**src/rtl/img_stream_out.sv**
```systemverilog
// Streams a finished image out of a single-port BRAM in raster order; a pixel reaches valid_out READ_LATENCY+1 cycles after its read issues.
// Reads issue only while buffered + in-flight < FIFO_DEPTH, so ready_in may stall indefinitely with no loss.
module img_stream_out #(
  parameter int BIT_DEPTH    = 8,
  parameter int WIDTH        = 64,
  parameter int HEIGHT       = 64,
  parameter int READ_LATENCY = 2,
  parameter int FIFO_DEPTH   = 4
) (
  input  logic                            clk_in,
  input  logic                            rst_in,
  input  logic                            start_in,
  output logic [$clog2(WIDTH*HEIGHT)-1:0] read_addr,
  output logic                            read_addr_valid,
  input  logic [BIT_DEPTH-1:0]            pixel_in,
  output logic [BIT_DEPTH-1:0]            pixel_out,
  output logic [$clog2(WIDTH)-1:0]        pixel_x_out,
  output logic [$clog2(HEIGHT)-1:0]       pixel_y_out,
  output logic                            valid_out,
  input  logic                            ready_in,
  output logic                            last_out,
  output logic                            busy_out,
  output logic                            done_out
);

  localparam int N  = WIDTH * HEIGHT;
  localparam int AW = $clog2(N);
  localparam int XW = $clog2(WIDTH);
  localparam int YW = $clog2(HEIGHT);
  localparam int PW = (FIFO_DEPTH > 1) ? $clog2(FIFO_DEPTH) : 1;
  localparam int CW = $clog2(FIFO_DEPTH + READ_LATENCY + 1);

  typedef struct packed {
    logic [XW-1:0] x;
    logic [YW-1:0] y;
    logic          last;
  } tag_t;

  typedef struct packed {
    logic [BIT_DEPTH-1:0] pix;
    tag_t                 tag;
  } entry_t;

  typedef enum logic [1:0] {IDLE, READ, DRAIN} state_t;

  state_t              state, state_nxt;
  logic                done_nxt;
  logic                done_r;
  logic [AW-1:0]       addr;
  logic [XW-1:0]       x_cnt;
  logic [YW-1:0]       y_cnt;
  logic [READ_LATENCY-1:0] sr;
  tag_t                tag_pipe [READ_LATENCY];
  entry_t              mem [FIFO_DEPTH];
  entry_t              head;
  logic [PW-1:0]       wr_ptr, rd_ptr;
  logic [CW-1:0]       count, in_flight;
  logic                issue, push, pop, start_go, addr_is_last;

  always_comb begin
    in_flight = '0;
    for (int i = 0; i < READ_LATENCY; i++) in_flight = in_flight + CW'(sr[i]);
  end

  // Same-cycle pops are deliberately not credited, keeping issue off the ready_in path.
  assign issue        = (state == READ) && ((count + in_flight) < CW'(FIFO_DEPTH));
  assign push         = sr[READ_LATENCY-1];
  assign head         = mem[rd_ptr];
  assign valid_out    = (count != '0);
  assign pop          = valid_out && ready_in;
  assign start_go     = (state == IDLE) && start_in;
  assign addr_is_last = (addr == AW'(N - 1));

  always_comb begin
    state_nxt = state;
    done_nxt  = 1'b0;
    case (state)
      IDLE:  if (start_in) state_nxt = READ;
      READ:  if (issue && addr_is_last) state_nxt = DRAIN;
      DRAIN: if (pop && head.tag.last) begin
               state_nxt = IDLE;
               done_nxt  = 1'b1;
             end
      default: state_nxt = IDLE;
    endcase
  end

  always_ff @(posedge clk_in or negedge rst_in) begin
    if (!rst_in) begin
      state  <= IDLE;
      done_r <= 1'b0;
    end else begin
      state  <= state_nxt;
      done_r <= done_nxt;
    end
  end

  always_ff @(posedge clk_in or negedge rst_in) begin
    if (!rst_in) begin
      addr  <= '0;
      x_cnt <= '0;
      y_cnt <= '0;
      sr    <= '0;
    end else if (start_go) begin
      addr  <= '0;
      x_cnt <= '0;
      y_cnt <= '0;
      sr    <= '0;
    end else begin
      sr <= (sr << 1) | READ_LATENCY'(issue);
      if (issue) begin
        addr <= addr + AW'(1);
        if (x_cnt == XW'(WIDTH - 1)) begin
          x_cnt <= '0;
          y_cnt <= y_cnt + YW'(1);
        end else begin
          x_cnt <= x_cnt + XW'(1);
        end
      end
    end
  end

  always_ff @(posedge clk_in) begin
    tag_pipe[0] <= '{x: x_cnt, y: y_cnt, last: addr_is_last};
    for (int i = 1; i < READ_LATENCY; i++) tag_pipe[i] <= tag_pipe[i-1];
    if (push) mem[wr_ptr] <= '{pix: pixel_in, tag: tag_pipe[READ_LATENCY-1]};
  end

  always_ff @(posedge clk_in or negedge rst_in) begin
    if (!rst_in) begin
      wr_ptr <= '0;
      rd_ptr <= '0;
      count  <= '0;
    end else if (start_go) begin
      wr_ptr <= '0;
      rd_ptr <= '0;
      count  <= '0;
    end else begin
      if (push) wr_ptr <= (wr_ptr == PW'(FIFO_DEPTH - 1)) ? '0 : wr_ptr + PW'(1);
      if (pop)  rd_ptr <= (rd_ptr == PW'(FIFO_DEPTH - 1)) ? '0 : rd_ptr + PW'(1);
      case ({push, pop})
        2'b10:   count <= count + CW'(1);
        2'b01:   count <= count - CW'(1);
        default: count <= count;
      endcase
    end
  end

  assert property (@(posedge clk_in) disable iff (!rst_in) !(push && (count == CW'(FIFO_DEPTH))));

  // Gate the head with valid so stale RAM contents never leak out after reset.
  assign pixel_out       = valid_out ? head.pix   : '0;
  assign pixel_x_out     = valid_out ? head.tag.x : '0;
  assign pixel_y_out     = valid_out ? head.tag.y : '0;
  assign last_out        = valid_out && head.tag.last;
  assign read_addr       = addr;
  assign read_addr_valid = issue;
  assign busy_out        = (state != IDLE);
  assign done_out        = done_r;

endmodule

```
**config.mk**
```make
export PLATFORM = sky130hd
export DESIGN_NAME = img_stream_out
export DESIGN_NICKNAME = d
export VERILOG_FILES = /design/src/rtl/img_stream_out.sv
export SDC_FILE = /design/constraint.sdc
export NUM_CORES = 1
export LEC_CHECK = 0
export ABC_AREA = 1
export CAP_MARGIN = 20
export CORE_MARGIN = 2
export CORE_UTILIZATION = 35
export CTS_BUF_LIST = sky130_fd_sc_hd__clkbuf_16
export DETAILED_ROUTE_END_ITERATION = 10
export PLACE_DENSITY = 0.53
export RECOVER_POWER = 100
export SYNTH_ARGS = -nofsm -noshare
export SYNTH_HDL_FRONTEND = slang
export SYNTH_SLANG_ARGS = --single-unit
export TNS_END_PERCENT = 50
```
**constraint.sdc**
```tcl
create_clock -name clk_in -period 4.4 [get_ports clk_in]
set_input_delay 0.66 -clock clk_in [delete_from_list [all_inputs] [get_ports clk_in]]
set_output_delay 0.66 -clock clk_in [all_outputs]
set_load 0.1 [all_outputs]
```
==> summary.md <==
| Metric | Value |
|---|---|
| Setup violators final | 0 |
| Initial antenna violation count | 0 |
| Post-DR wirelength/cell | 14.14 um |
| Starting DRC count in detailed routing | 150 |
| Layout Skew | roughly 0.0055 ns |
| Drt pass-1 iters | 5 |
| CTS Sinks | 146 |
| Slew headroom | -0.3510 |
| Deepest clock path buffer count | 2 |
| Endpoints failing hold | 0 |
| Synthesis-to-layout area growth | 18.94% |
| Placeable core area | 16520 um^2 |
| Clk_lat worst skew | 0.41 ns |
| Minimum clock period | 3.718 ns |
| Slowest cell on the critical path | dlygate4sd3_1 |
| Syn. warnings | 0 |
| Routed WL | 11890 um |
| Area leader, netlist | edfxtp_1 |
| Tcrit/Tclk final | 0.8450 |
| Layout cell share with drive strength beyond 1 | 0.08213 |
| Worst path top cell family by delay | buffers and inverters |
| Reg2reg start | state[1] |
| First-pass GRT wire length | 19490 um |
| CTS tree | yes |
| Grt met1 use | 0.1841 |
| Via Count | slightly below 4000 |
| Ant diodes | 0 |
| Initial Utilization | 0.3575 |
| Post-cts resize count | 0 |
| Syn_nets | 580 |
| Post-Synthesis Cells | roughly 560 |
| Final nets | 630 |
| Clock Root Buffer | clkbuf_16 |
| Max FO, Critical Path | 17 |
| Die W | 133.9 um |
| CP Buf/Inv Count | 1 |
| Worst setup path category | reg2out |
| Sum of negative setup slack | 0 ns |
| Max-cap viol count | 1 |
| Via density per instance | 4.573 |
| Post-Syn Area | 5907 um^2 |
| Synthesis-stage register bit count | 146 |
| Clock-pin slew on the worst setup and hold paths | 0.06 ns |
| Worst Setup SP | count[0] |
| GRT Max-Usage Layer | met2 |
| Hold_buf cts | 0 |
| Worst path required time | 3.74 ns |
| Hold slack | 0.3204 ns |
| Hold Path Origin | tag_pipe[0][8] |
| Post-CTS Setup Bufs | 0 |
| CP Capture Type | output port |
| Top cells by area, synth | edfxtp_1, dfrtp_1, dfxtp_1 |
| GP Congestion | 0.7506 |
| Register area share after synthesis | 0.6677 |
| Gr ovfl total | 0 |
| Final Max Tran Viols | 37 |
| Avg Cell Area, Syn | ~11 um^2 |
| Port Buffers | 48 |
| Vias in the first global route | 3819 |
| Worst setup SP type | register |
| Count of non-filler cells in the finished layout | 841 |
| DRC Markers | 0 |
| Cell mode on critical path | nand2_1 |
| RSZ-0062 raised after global routing | no |
| Slew @ Worst Pin | 2.027 ns |
| CP max stage delay | between 1 and 1.5 ns |
| Final ANT Viol Nets | 0 |
| Share of the synthesized area in the top cell type | 0.4270 |
| Count of cell types in the netlist | 35 |
| M3 GR Usage | 0.03553 |
| H-tree levels | 4 |
| Post-DP HPWL | 7037 um |
| Met2 Use GR | 0.2279 |
| Violated checks | capacitance limit, slew limit |
| Row count | 47 |
| Largest net degree at the start of global routing | 45 |
| CP Data Arrival Time | 3.06 ns |
| Crit-path cells | ha_1 > nand2_1 > nand2_1 > nand2_1 > nand2_1 > nand2_4 > nor2_8 > dlygate4sd3_1 |
| Status | finished with violations |
| Die area | 17930 um^2 |
| # IOs | 49 |
| Fmax | 269.0 MHz |
| HP Class | reg2reg |
| Num CTS Buffers | 17 |
| Chip Height | about 130 um |
| Placed cells | 808 |
| GRT Util Overall | 0.1425 |
[placed cells by master (no fill, tap or decap), types with 3 or more instances in the layout]
cell type	netlist	final
nor3_1	2	3
ha_1	9	9
nor2_1	105	107
nand3_1	23	23
xor2_1	4	4
o21ai_1	4	3
xnor2_1	3	3
clkbuf_16	0	17
clkinvlp_4	0	3
edfxtp_1	84	84
inv_1	27	30
nand2_2	8	4
or2_2	3	3
clkbuf_1	8	23
nand2_1	105	109
o21ai_0	42	43
bufinv_16	0	3
buf_4	2	3
dfxtp_1	26	26
inv_6	0	4
nand4_1	13	13
a21oi_1	21	21
clkinv_2	0	3
dlygate4sd3_1	0	25
dfrtp_1	36	36
[routing by layer]
metal | part of all wire | wire length, um
met1 | 0.48 | 5666
met2 | 0.48 | 5752
met3 | 0.033 | 393
met4 | 0.0066 | 79
met5 | 0 | 0
[worst reg2reg max path, stage by stage, from the launching register on]
cell	delay, ns
dfrtp_1	0.39
nor2_1	0.17
nand2_1	0.56
nand2_1	0.61
inv_1	0.38
nand2_1	0.14
nand2_1	0.06
[synth_stat cells]
| master | count |
|---|---|
| nand2_2 | 8 |
| nor2_2 | 4 |
| dfxtp_1 | 26 |
| o21ai_1 | 4 |
| dfrtp_1 | 36 |
| o21ai_0 | 42 |
| nand3b_1 | 2 |
| a31oi_1 | 1 |
| nand3_2 | 2 |
| o21bai_1 | 1 |
| buf_4 | 2 |
| a21o_1 | 1 |
| inv_2 | 5 |
| nand2_1 | 105 |
| edfxtp_1 | 84 |
| xor2_1 | 4 |
| xnor2_1 | 3 |
| nor3_1 | 2 |
| buf_6 | 2 |
| nand2_4 | 1 |
| ha_1 | 9 |
| fa_1 | 1 |
| nand4_1 | 13 |
| or2_2 | 3 |
| a21oi_1 | 21 |
| inv_1 | 27 |
| nor2_8 | 1 |
| a211oi_1 | 1 |
| buf_1 | 1 |
| nor3_2 | 1 |
| clkbuf_1 | 8 |
| buf_2 | 8 |
| nand3_1 | 23 |
| a31o_2 | 1 |
| nor2_1 | 105 |
[flip-flops by register name, summed over array words and instances, names as in the netlist, 3 cells and up]
signal	flops
tag_pipe	26
mem	84
count	3
y_cnt	6
read_addr	12
x_cnt	6
[stage by stage]
stage	cell area (um^2)	utilization	worst slack (ns)
floorplan	5907	-	1.012
global placement	6516	0.3943	1.227
detailed placement	6516	0.3943	1.199
CTS	7122	0.4310	0.7360
global route	7025	0.4252	0.3296
finish	7025	0.4252	0.6820
[worst paths after layout]
kind                                        end  slack [ns]  depth (start not counted)
worst max-delay path            read_addr_valid        0.68                          8
worst min-delay path            tag_pipe[0][21]        0.32                          0
worst max register to register     read_addr[2]        1.98                          6
worst min register to register  tag_pipe[0][21]        0.32                          0
max in group asynchronous              y_cnt[5]        2.41                          1
min in group asynchronous          read_addr[5]        0.82                          1
[final cells by class]
class	count	area [um^2]
clock buffers	17	425.4
clock inverters	15	180.2
fillers	1566	9499
inverters	32	120.1
multi-input cells	359	1712
flip-flops and latches	146	3944
well taps	220	275.3
repair buffers	52	369.1
[kinds of logic after synthesis]
group / share of synthesized area
xor gates and xnor gates: 0.01038
buffers and inverters: 0.03919
DFF: 0.6677
adders and majority gates: 0.02245
and+or+nand+nor: 0.1972
AOI/OAI and AO/OA: 0.06312
Power is left out: the tool's default activity adds up to more than one toggle a clock period on the data nets, which glitch-free logic cannot reach.
